## src/rtl/vsa_imem_loader.sv

```systemverilog
// Instruction memory for the VSA core: cleared to FILL after reset, then loaded
// one word at a time over a valid/ready port, then exposed read-only to the core.
module vsa_imem_loader #(
    parameter int          DEPTH = 16,
    parameter logic [11:0] FILL  = 12'h600
) (
    input  logic        clock,
    input  logic        reset,
    input  logic        ld_valid,
    output logic        ld_ready,
    input  logic [11:0] ld_data,
    input  logic        ld_last,
    input  logic [4:0]  PC,
    output logic [11:0] instruction,
    output logic        run,
    output logic [4:0]  load_count,
    output logic        err
);

    localparam int             AW        = $clog2(DEPTH);
    localparam logic [AW-1:0]  LAST_ADDR = AW'(DEPTH - 1);
    localparam logic [4:0]     COUNT_MAX = 5'(DEPTH);

    typedef enum logic [1:0] {
        S_CLEAR,
        S_LOAD,
        S_RUN,
        S_ERR
    } state_t;

    state_t        state_q, state_d;
    logic [AW-1:0] clr_ptr_q, clr_ptr_d;
    logic [AW-1:0] wptr_q, wptr_d;
    logic [4:0]    load_count_q, load_count_d;
    logic          ld_ready_q, ld_ready_d;
    logic          run_q, run_d;
    logic          err_q, err_d;

    logic          mem_we;
    logic [AW-1:0] mem_waddr;
    logic [11:0]   mem_wdata;
    logic [11:0]   mem [DEPTH];
    logic [AW-1:0] rd_addr;
    logic          transfer;

    // ld_ready_q is only ever high in LOAD, so it doubles as the accept qualifier.
    assign transfer = ld_valid && ld_ready_q;

    always_comb begin
        state_d      = state_q;
        clr_ptr_d    = clr_ptr_q;
        wptr_d       = wptr_q;
        load_count_d = load_count_q;
        ld_ready_d   = ld_ready_q;
        run_d        = run_q;
        err_d        = err_q;
        mem_we       = 1'b0;
        mem_waddr    = clr_ptr_q;
        mem_wdata    = FILL;

        case (state_q)
            S_CLEAR: begin
                mem_we    = 1'b1;
                mem_waddr = clr_ptr_q;
                mem_wdata = FILL;
                if (clr_ptr_q == LAST_ADDR) begin
                    state_d    = S_LOAD;
                    ld_ready_d = 1'b1;
                end else begin
                    clr_ptr_d = clr_ptr_q + 1'b1;
                end
            end

            S_LOAD: begin
                if (transfer) begin
                    mem_we       = 1'b1;
                    mem_waddr    = wptr_q;
                    mem_wdata    = ld_data;
                    load_count_d = (load_count_q == COUNT_MAX) ? load_count_q
                                                               : load_count_q + 5'd1;
                    // The pointer parks at the top word instead of wrapping onto word 0.
                    if (wptr_q != LAST_ADDR) begin
                        wptr_d = wptr_q + 1'b1;
                    end
                    if (ld_last) begin
                        state_d    = S_RUN;
                        ld_ready_d = 1'b0;
                        run_d      = 1'b1;
                    end else if (wptr_q == LAST_ADDR) begin
                        state_d    = S_ERR;
                        ld_ready_d = 1'b0;
                        err_d      = 1'b1;
                    end
                end
            end

            S_RUN: begin
                ld_ready_d = 1'b0;
                run_d      = 1'b1;
                err_d      = 1'b0;
            end

            S_ERR: begin
                ld_ready_d = 1'b0;
                run_d      = 1'b0;
                err_d      = 1'b1;
            end

            default: begin
                state_d    = S_CLEAR;
                clr_ptr_d  = '0;
                ld_ready_d = 1'b0;
                run_d      = 1'b0;
                err_d      = 1'b0;
            end
        endcase
    end

    always_ff @(posedge clock) begin
        if (reset) begin
            state_q      <= S_CLEAR;
            clr_ptr_q    <= '0;
            wptr_q       <= '0;
            load_count_q <= '0;
            ld_ready_q   <= 1'b0;
            run_q        <= 1'b0;
            err_q        <= 1'b0;
        end else begin
            state_q      <= state_d;
            clr_ptr_q    <= clr_ptr_d;
            wptr_q       <= wptr_d;
            load_count_q <= load_count_d;
            ld_ready_q   <= ld_ready_d;
            run_q        <= run_d;
            err_q        <= err_d;
        end
    end

    // Contents survive reset on purpose; only the CLEAR pass afterwards restores FILL.
    always_ff @(posedge clock) begin
        if (mem_we && !reset) begin
            mem[mem_waddr] <= mem_wdata;
        end
    end

    // The core fetches at even PCs only; halving drops the odd bit.
    assign rd_addr     = AW'(PC >> 1);
    assign instruction = run_q ? mem[rd_addr] : FILL;

    assign ld_ready   = ld_ready_q;
    assign run        = run_q;
    assign err        = err_q;
    assign load_count = load_count_q;

    always_ff @(posedge clock) begin
        if (!reset) begin
            assert (!(run_q && err_q));
            assert (load_count_q <= COUNT_MAX);
        end
    end

endmodule

```

## config.mk

```make
export PLATFORM = sky130hd
export DESIGN_NAME = vsa_imem_loader
export DESIGN_NICKNAME = d
export VERILOG_FILES = /design/src/rtl/vsa_imem_loader.sv
export SDC_FILE = /design/constraint.sdc
export NUM_CORES = 1
export LEC_CHECK = 0
export CAP_MARGIN = 20
export CORE_ASPECT_RATIO = 2
export CORE_UTILIZATION = 35
export DETAILED_ROUTE_END_ITERATION = 16
export MAX_ROUTING_LAYER = met4
export SYNTH_ARGS = -nofsm -noshare
export SYNTH_HDL_FRONTEND = slang
export SYNTH_SLANG_ARGS = --single-unit
```

## constraint.sdc

```tcl
create_clock -name clock -period 3.5 [get_ports clock]
set_input_delay 0.7 -clock clock [delete_from_list [all_inputs] [get_ports clock]]
set_output_delay 0.7 -clock clock [all_outputs]
set_load 0.05 [all_outputs]
```

==> flow_metrics.py, run 1 <==
metrics = {
    "detailed_routing": {
        "antenna_violating_nets_post_route": 0,
        "drc_errors": 0,
        "via_per_inst": 5.34,
        "drtIter0Drc": 287,
        "finalWirelength_um": 19300,
        "vias": 4514,
        "avgRoutedWirePerCell_um": 22.9,
        "firstDrtPassIters": 5,
    },
    "logic_synthesis": {
        "syn-cell-area_mm2": 0.00860,
        "synth-edff-count": 192,
        "synth-simple-area-share_pct": 6.43,
        "syn_inst": 468,
        "synthArstFlopShare_pct": 0,
        "synth_top_cells_by_area": "sky130_fd_sc_hd__edfxtp_1 67%, sky130_fd_sc_hd__mux4_2 9.9%, sky130_fd_sc_hd__dfxtp_1 4.2%",
        "synth_top_family_by_area": "multiplexers",
        "yosysWarningCount": 0,
        "synth_mux_area_share_pct": 15.3,
        "synth_compound_area_share_pct": 4.14,
        "cell_type_with_the_highest_aggregate_area_in_the_netlist": "sky130_fd_sc_hd__edfxtp_1",
        "synth_top_cell_area_share_pct": 67.0,
        "synthesis.area_per_instance_um2": 18.4,
        "post_synth_top_flop": "sky130_fd_sc_hd__edfxtp_1",
        "synthDistinctLibCells": 50,
        "synthesis.nets": 493,
        "yosys_register_bits": 210,
        "ys_seq_area_share_pct": 71.2,
        "synth_adder_area_share_pct": 0.582,
        "synthXorXnorAreaFrac_pct": 0.102,
    },
    "floorplanning": {
        "die_width_um": 113,
        "fp.dieArea_mm2": 0.0253,
        "rows": 80,
        "top_level_port_count": 41,
        "overall_die_height_um": 224,
        "coreArea_mm2": 0.0240,
        "initial_utilization_pct": 35.8,
    },
    "status": {
        "run_status": "finished, final reports clean",
    },
    "pwr": {
        "p_leak_nw": 3.18,
        "vdd_drop_max_v": 0.000361,
        "cellPowerDensity_mw_per_mm2": 493,
    },
    "cts": {
        "clock_sinks": 210,
        "postCtsResizedCells": 0,
        "max-clock-path-buffers": 3,
        "cts_hold_buffers": 0,
        "ctsRootBufferMaster": "sky130_fd_sc_hd__clkbuf_16",
        "clock_tree_from_tritoncts": "yes",
        "cts.clk_slew.worst_paths_ns": 0.06,
        "cts_made_buffers": 19,
        "post_cts.repair.setup_buffers": 0,
        "worst_skew_pair_later_pin_latency_ns": 0.49,
        "ctsHtreeMaxLevel": 1,
    },
    "worst_setup_path": {
        "rr_worst_depth": 4,
        "worst_ep_arrival_time_ns": 2.56,
        "timing.setup.critical_path_class": "in -> out",
        "cp_endpoint_kind": "output port",
        "worstPathRequired_ns": 2.80,
        "crit-reg2reg-capture": "mem[2][3]",
        "worst-path-max-fanout": 8,
        "setup.worst_path.start_class": "input port",
        "regToRegStartpoint": "state_q[0]",
        "worst-r2r-setup-slack_ns": 1.05,
    },
    "sta": {
        "final_sum_of_negative_setup_slack_ns": 0,
        "unrepaired_setup_endpoints_after_global_routing": "no",
        "hold_violations": 0,
        "final_period_utilization_pct": 93.2,
        "max_slew.worst_pin.slew_ns": 0.762,
        "maxSlewViolCount": 0,
        "timing.final.setup_violations": 0,
        "layout_min_cycle_time_ns": 3.26,
        "relative_slew_slack_pct": 48.9,
        "finalClockSkew_ns": 0.00969,
        "max_clock_freq_ghz": 0.307,
    },
    "finish": {
        "num_antenna_cells": 0,
        "layout.nets": 572,
        "fillers": 2128,
        "area_growth_syn_to_layout_pct": 19.4,
        "drive_gt1_share_pct": 26.9,
        "layout.core_utilization_pct": 42.8,
    },
    "grt": {
        "grt_first_pass_wirelength_um": 29300,
        "antenna_found_initial": 0,
        "largest_net_degree_at_the_start_of_global_routing": 41,
        "grt-ovfl-total": 0,
        "first_global_vias": 4836,
        "track_usage_pct": 16.5,
    },
    "flow_run": {
        "cap_viol_max_count": 0,
    },
    "worst_hold_path": {
        "startpoint_of_the_most_critical_hold_path": "err",
        "min_to": "err",
        "worst_hold_path.num_cells": 2,
        "holdCritPathClass": "reg -> reg",
    },
    "placed_design": {
        "buffer_ports.inserted": 39,
        "detailed_place_hpwl_um": 13400,
        "place_congestion": 0.773,
    },
}
metrics by stage:
step           cell area (um2)  cells  hold WS (ns)  worst slack [ns]  total power, mW
2_1_floorplan             8600    468         0.498             0.643             2.92
3_3_place_gp              9650    813         0.464             0.277             3.00
3_5_place_dp              9650    813         0.469             0.217             3.00
4_1_cts                  10300    845         0.479             0.199             5.11
5_1_grt                  10300    845         0.500             0.150             5.20
6_report                 10300    845         0.476             0.239             5.07
final cells by class:
type	count	area, um2	area share (%)
Clock buffer	19	475	4.63
Clock inverter	13	150	1.46
Inverter	8	30.0	0.292
Multi-Input combinational cell	226	2360	23.0
Sequential cell	210	6130	59.6
Tap cell	287	359	3.50
Timing Repair Buffer	82	768	7.48
kinds of logic after synthesis:
logic type	count (synthesis)
flip-flops	210
AND/OR/NAND/NOR	96
multiplexers	70
AO/OA/AOI/OAI	55
buffers and inverters	32
adder cells (fa/ha/maj)	4
XOR/XNOR	1
placed cells by master, fill, tap and decap left out, drive strengths merged, types with 11 or more instances in the layout:
master,n
a21oi,11
dfxtp,18
mux2i,19
clkdlybuf4s50,24
buf,58
clkbuf,19
a22oi,12
nor3,16
and2,14
mux4,46
edfxtp,192
nor2b,13
o21ai,17
state kept, by name (all words and copies together) (netlist names):
register,count
wptr_q,4
clr_ptr_q,4
run,1
mem,192
state_q,2
ld_ready,1
err,1
load_count,5
worst max-delay path by stage:
stage	to	start	depth (start not counted)	slack (ns)
finish	instruction[8]	PC[4]	5	0.24
floorplan	instruction[0]	PC[3]	5	0.64
detailed placement	instruction[8]	PC[4]	5	0.22
CTS	instruction[8]	PC[4]	5	0.20
global placement	instruction[8]	PC[4]	5	0.28
global route	instruction[2]	PC[4]	5	0.15
per-layer routing:
| metal | wire length [um] | GRT usage [%] |
|---|---|---|
| met1 | 6610 | 16.5 |
| met4 | 534 | 6.83 |
| met3 | 722 | 2.14 |
| met2 | 11500 | 31.5 |
| met5 | 0 | - |
synth_stat cells (all sizes together) (10+ instances only):
cell	count
mux2i	19
buf	19
and2	14
dfxtp	18
edfxtp	192
o21ai	17
nor2	10
nand2	10
nor2b	13
a21oi	11
nor3	16
a22oi	12
mux4	46
critical path, stage by stage:
cell and delay [ns]:
sky130_fd_sc_hd__clkdlybuf4s50_1 0.58, sky130_fd_sc_hd__nor3b_1 0.67, sky130_fd_sc_hd__a22oi_1 0.18, sky130_fd_sc_hd__o21ai_1 0.24
sky130_fd_sc_hd__buf_12 0.19
power by group:
part / internal [mW] / switching, mW / leakage, nW / total (mW)
Combinational: 0.0949 / 0.107 / 1.15 / 0.202
Sequential: 2.73 / 0.0114 / 1.71 / 2.74
Clock: 1.22 / 0.902 / 0.312 / 2.12
Power figures use the tool's default switching activity.
==> run 2, diff against run 1 <==
--- a/config.mk
+++ b/config.mk
@@ -7,9 +7,10 @@
 export LEC_CHECK = 0
 export CAP_MARGIN = 20
 export CORE_ASPECT_RATIO = 2
-export CORE_UTILIZATION = 35
+export CORE_UTILIZATION = 55
 export DETAILED_ROUTE_END_ITERATION = 16
 export MAX_ROUTING_LAYER = met4
+export PLACE_DENSITY = 0.77
 export SYNTH_ARGS = -nofsm -noshare
 export SYNTH_HDL_FRONTEND = slang
 export SYNTH_SLANG_ARGS = --single-unit
==> run 2 against run 1 <==
Effect of this change:
- register-to-register slack hardly changed
- utilization is 23 points higher
- clock skew grew 0.0027 ns
- maximum frequency up 2.8%
- die area decreased by 36%
- sequential share of layout area up 1.2 points
- sequential power barely moved
- count of clock-buffer cells in the layout is 6 higher
- cell area fell by 2.0%
- critical path depth did not move
- critical path type unchanged
- highest routed layer unchanged
==> flow_metrics.py, run 2 (synthesized netlist as in run 1, its figures left out) <==
metrics = {
    "status": {
        "run_status": "finished, final reports clean",
    },
    "cts": {
        "cts.clk_slew.worst_paths_ns": 0.06,
        "postCtsResizedCells": 0,
        "cts_hold_buffers": 0,
        "clock_tree_from_tritoncts": "yes",
        "cts_made_buffers": 18,
        "clock_sinks": 210,
        "max-clock-path-buffers": 3,
        "ctsRootBufferMaster": "sky130_fd_sc_hd__clkbuf_16",
        "post_cts.repair.setup_buffers": 0,
        "worst_skew_pair_later_pin_latency_ns": 0.48,
        "ctsHtreeMaxLevel": 1,
    },
    "flow_run": {
        "cap_viol_max_count": 0,
    },
    "worst_setup_path": {
        "timing.setup.critical_path_class": "in -> out",
        "crit_path_cell_trace": "clkdlybuf4s50_1, nor3b_1, a22oi_1, o21ai_1, buf_12",
        "worstPathRequired_ns": 2.80,
        "timing.critical_path.slowest_stage_cell": "sky130_fd_sc_hd__nor3b_1",
        "worst-r2r-setup-slack_ns": 1.05,
        "worst-path-max-fanout": 7,
        "regToRegStartpoint": "state_q[0]",
        "worst_ep_arrival_time_ns": 2.47,
        "cp_endpoint_kind": "output port",
        "rr_worst_depth": 5,
        "crit-reg2reg-capture": "mem[12][2]",
        "setup.worst_path.start_class": "input port",
        "slowest_delay_ns": 0.64,
    },
    "floorplanning": {
        "fp.dieArea_mm2": 0.0162,
        "rows": 64,
        "overall_die_height_um": 179,
        "initial_utilization_pct": 56.3,
        "top_level_port_count": 41,
        "coreArea_mm2": 0.0153,
        "die_width_um": 90.4,
    },
    "sta": {
        "timing.final.setup_violations": 0,
        "final_sum_of_negative_setup_slack_ns": 0,
        "relative_slew_slack_pct": 40.1,
        "setup_ws_ns": 0.327,
        "max_slew.worst_pin.slew_ns": 0.893,
        "hold_violations": 0,
        "max_clock_freq_ghz": 0.315,
        "layout_min_cycle_time_ns": 3.17,
        "finalClockSkew_ns": 0.0124,
        "final_period_utilization_pct": 90.7,
        "maxSlewViolCount": 0,
        "unrepaired_setup_endpoints_after_global_routing": "no",
    },
    "finish": {
        "mostFrequentLayoutCell": "sky130_fd_sc_hd__edfxtp_1",
        "layout.nets": 567,
        "layout.cell_area.non_filler_mm2": 0.0101,
        "final_cell_mix": "192 x sky130_fd_sc_hd__edfxtp_1, 42 x sky130_fd_sc_hd__buf_4, 38 x sky130_fd_sc_hd__mux4_2",
        "max_flop_register": "mem",
        "fillers": 999,
        "area_growth_syn_to_layout_pct": 17.0,
        "largest_register_ffs": 192,
        "layout.core_utilization_pct": 65.8,
        "num_antenna_cells": 0,
        "drive_gt1_share_pct": 25.9,
    },
    "grt": {
        "grt_first_pass_wirelength_um": 28300,
        "track_usage_pct": 24.6,
        "antenna_found_initial": 0,
        "grt-ovfl-total": 0,
        "largest_net_degree_at_the_start_of_global_routing": 34,
        "first_global_vias": 4938,
    },
    "worst_hold_path": {
        "worst_hold_path.num_cells": 2,
        "min_to": "err",
        "holdCritPathClass": "reg -> reg",
        "startpoint_of_the_most_critical_hold_path": "err",
    },
    "placed_design": {
        "buffer_ports.inserted": 39,
        "preCtsSetupSlack_ns": 0.339,
        "place_congestion": 0.833,
        "detailed_place_hpwl_um": 12200,
        "placed_instance_area_mm2": 0.00952,
    },
    "pwr": {
        "vdd_drop_max_v": 0.000406,
        "cellPowerDensity_mw_per_mm2": 478,
        "p_leak_nw": 3.12,
        "report.power.total_mw": 4.82,
    },
    "detailed_routing": {
        "drc_errors": 0,
        "avgRoutedWirePerCell_um": 24.2,
        "via_per_inst": 6.22,
        "vias": 4672,
        "firstDrtPassIters": 5,
        "finalWirelength_um": 18200,
        "antenna_violating_nets_post_route": 0,
        "drtIter0Drc": 289,
    },
}
==> run 2: critical path: cells and delay by family <==
family,cells,cell delay [ns]
buf+inv,2,0.73
simple gates,1,0.64
compound gates,2,0.40
==> run 2: final cells by class <==
class                   instances  area (um2)  area share, %
flip-flops and latches        210        6130           60.8
multi-input cells             226        2360           23.5
repair buffers                 78         751           7.45
clock buffers                  25         508           5.04
well taps                     198         248           2.46
clock inverters                 6        43.8          0.435
inverters                       8        30.0          0.298
==> run 2: how the worst max path moves through the flow <==
stage | endpoint | from | cells after the start | slack, ns
after global routing | instruction[2] | PC[4] | 5 | 0.14
after CTS | instruction[8] | PC[4] | 5 | 0.33
after detailed placement | instruction[8] | PC[4] | 5 | 0.34
after floorplan | instruction[0] | PC[3] | 5 | 0.64
after global placement | instruction[8] | PC[4] | 5 | 0.36
final | instruction[8] | PC[4] | 5 | 0.33
==> run 2: through the flow <==
| step | hold WS [ns] | instances |
|---|---|---|
| final | 0.478 | 751 |
| after floorplan | 0.498 | 468 |
| after detailed placement | 0.467 | 720 |
| after global routing | 0.495 | 751 |
| after CTS | 0.481 | 751 |
| after global placement | 0.461 | 720 |
==> run 2: power by group <==
part           total (mW)  switching [mW]  leakage (nW)  internal (mW)
Sequential           2.75          0.0138          1.71           2.73
Combinational       0.207           0.107          1.13         0.0995
Clock                1.87           0.837         0.273           1.03
Total                4.82           0.958          3.12           3.86
==> run 2: metal layers <==
layer  up-vias  track usage, %  wire length [um]
met5         -               -                 0
met4         0            10.7               714
met3        62            3.35              1040
met2       213            46.4             10500
met1      2342            25.4              5910
li1       2055               -                 -
==> run 3, diff against run 2 <==
--- a/config.mk
+++ b/config.mk
@@ -7,10 +7,10 @@
 export LEC_CHECK = 0
 export CAP_MARGIN = 20
 export CORE_ASPECT_RATIO = 2
-export CORE_UTILIZATION = 55
+export CORE_UTILIZATION = 54
 export DETAILED_ROUTE_END_ITERATION = 16
 export MAX_ROUTING_LAYER = met4
-export PLACE_DENSITY = 0.77
+export PLACE_DENSITY = 0.78
 export SYNTH_ARGS = -nofsm -noshare
 export SYNTH_HDL_FRONTEND = slang
 export SYNTH_SLANG_ARGS = --single-unit
==> constraint.sdc (replaced) <==
create_clock -name clock -period 2.55 [get_ports clock]
set_input_delay 0.51 -clock clock [delete_from_list [all_inputs] [get_ports clock]]
set_output_delay 0.51 -clock clock [all_outputs]
set_load 0.05 [all_outputs]
==> run 3 against run 2 <==
Effect of this change:
- register-to-register slack worse by 0.57 ns
- count of clock-buffer cells in the layout unchanged
- sequential cell count did not move
- clock skew down 0.0025 ns
- routed wire length shrank 0.64%
- via count increased by 0.21%
- critical path type is now reg -> out
- critical endpoint is now instruction[10]
- largest cell class unchanged
- highest routed layer unchanged
==> flow_metrics.py, run 3 (synthesized netlist as in run 1, its figures left out) <==
metrics = {
    "status": {
        "run_status": "finished, final reports clean",
    },
    "cts": {
        "max-clock-path-buffers": 3,
        "cts_made_buffers": 18,
        "cts.clk_slew.worst_paths_ns": 0.07,
        "clock_tree_from_tritoncts": "yes",
        "worst_skew_pair_later_pin_latency_ns": 0.48,
        "clock_sinks": 210,
        "ctsHtreeMaxLevel": 1,
        "ctsRootBufferMaster": "sky130_fd_sc_hd__clkbuf_16",
    },
    "worst_setup_path": {
        "setup.worst_path.start_class": "flop",
        "regToRegStartpoint": "state_q[0]",
        "worstPathRequired_ns": 2.04,
        "timing.setup.critical_path_class": "reg -> out",
        "worst_setup_path_start": "mem[4][10]",
        "rr_worst_depth": 5,
        "cp_endpoint_kind": "output port",
        "crit-reg2reg-capture": "mem[13][4]",
        "worst-path-max-fanout": 1,
        "critical_path_end": "instruction[10]",
        "worst_ep_arrival_time_ns": 1.98,
        "worst-r2r-setup-slack_ns": 0.48,
    },
    "sta": {
        "setup_ws_ns": 0.0552,
        "layout_min_cycle_time_ns": 2.49,
        "fin_worst_hold_slack_ns": 0.481,
        "unrepaired_setup_endpoints_after_global_routing": "no",
        "max_slew.worst_pin.slew_ns": 0.585,
        "final_period_utilization_pct": 97.8,
        "timing.final.setup_violations": 0,
        "max_clock_freq_ghz": 0.401,
        "hold_violations": 0,
        "maxSlewViolCount": 0,
        "relative_slew_slack_pct": 59.9,
        "finalClockSkew_ns": 0.00989,
    },
    "floorplanning": {
        "overall_die_height_um": 181,
        "top_level_port_count": 41,
        "die_width_um": 91.3,
        "coreArea_mm2": 0.0155,
        "fp.dieArea_mm2": 0.0165,
        "rows": 64,
        "initial_utilization_pct": 55.7,
    },
    "detailed_routing": {
        "drtIter0Drc": 414,
        "drc_errors": 0,
        "finalWirelength_um": 18100,
        "firstDrtPassIters": 6,
        "antenna_violating_nets_post_route": 0,
        "via_per_inst": 6.06,
        "vias": 4682,
        "avgRoutedWirePerCell_um": 23.4,
    },
    "placed_design": {
        "post-place-cells": 740,
        "preCtsSetupSlack_ns": -0.0736,
        "detailed_place_hpwl_um": 12600,
        "buffer_ports.inserted": 39,
        "place_congestion": 0.848,
    },
    "pwr": {
        "p_leak_nw": 3.29,
        "cellPowerDensity_mw_per_mm2": 680,
        "report.power.total_mw": 7.07,
        "vdd_drop_max_v": 0.000490,
    },
    "grt": {
        "first_global_vias": 5036,
        "grt_first_pass_wirelength_um": 28200,
        "grt-ovfl-total": 0,
        "track_usage_pct": 23.9,
        "largest_net_degree_at_the_start_of_global_routing": 21,
        "antenna_found_initial": 1,
    },
    "finish": {
        "layout.nets": 587,
        "layoutNonFillerInstCount": 773,
        "drive_gt1_share_pct": 30.1,
        "fillers": 967,
        "max_flop_register": "mem",
        "mostFrequentLayoutCell": "sky130_fd_sc_hd__edfxtp_1",
        "area_growth_syn_to_layout_pct": 20.9,
        "largest_register_ffs": 192,
        "final_cell_mix": "192 x sky130_fd_sc_hd__edfxtp_1, 57 x sky130_fd_sc_hd__buf_4, 39 x sky130_fd_sc_hd__mux4_2",
    },
    "worst_hold_path": {
        "holdCritPathClass": "reg -> reg",
    },
    "flow_run": {
        "cap_viol_max_count": 0,
    },
}
## run 3: layout make-up
type | count | area [um2] | area share [%]
timing repair buffer | 98 | 938 | 9.02
tap | 198 | 248 | 2.38
clock inverter | 7 | 109 | 1.05
antenna | 1 | 2.50 | 0.0241
inverter | 8 | 30.0 | 0.289
sequential | 210 | 6130 | 58.9
clock buffer | 25 | 561 | 5.39
multi-input combinational | 226 | 2380 | 22.9
## run 3: power breakdown
| part | internal, mW | switching [mW] | total (mW) |
|---|---|---|---|
| combinational | 0.146 | 0.149 | 0.295 |
| clock | 1.85 | 1.17 | 3.01 |
| sequential | 3.75 | 0.0180 | 3.77 |
| total | 5.74 | 1.33 | 7.07 |
## run 3: per-layer routing
layer	GRT usage, %	part of all wire, %
met3	3.16	4.2
met4	10.8	4.1
met5	-	0
met1	26.1	35
met2	42.8	56
## run 3: worst max-delay path, stage by stage, from the launching register on
cell	delay, ns
sky130_fd_sc_hd__edfxtp_1	0.40
sky130_fd_sc_hd__mux4_2	0.49
sky130_fd_sc_hd__a22oi_2	0.18
sky130_fd_sc_hd__nand4b_1	0.21
sky130_fd_sc_hd__buf_12	0.22
## run 3: worst min path at each step
stage                 startpoint      endpoint  cells after the start
floorplan           clr_ptr_q[1]  clr_ptr_q[1]                      2
global placement             err           err                      2
detailed placement           err           err                      2
CTS                          err           err                      2
global route                 err           err                      2
finish                       err           err                      2
## run 3: what timing repair did
| action | 4_1_cts | 5_1_grt |
|---|---|---|
| hold buffers | 0 | 0 |
| gates resized for setup | 1 | 11 |
| pin swaps | 1 | 2 |
| setup buffers | 0 | 0 |
| endpoints found under the setup margin | 3 | 8 |
## run 3: through the flow
stage | TNS [ns] | cell area, um2 | utilization (%)
2_1_floorplan | -9.68 | 8660 | -
3_3_place_gp | -0.156 | 9690 | 62.7
3_5_place_dp | -0.141 | 9690 | 62.7
4_1_cts | 0 | 10400 | 67.0
5_1_grt | 0 | 10400 | 67.3
6_report | 0 | 10400 | 67.3
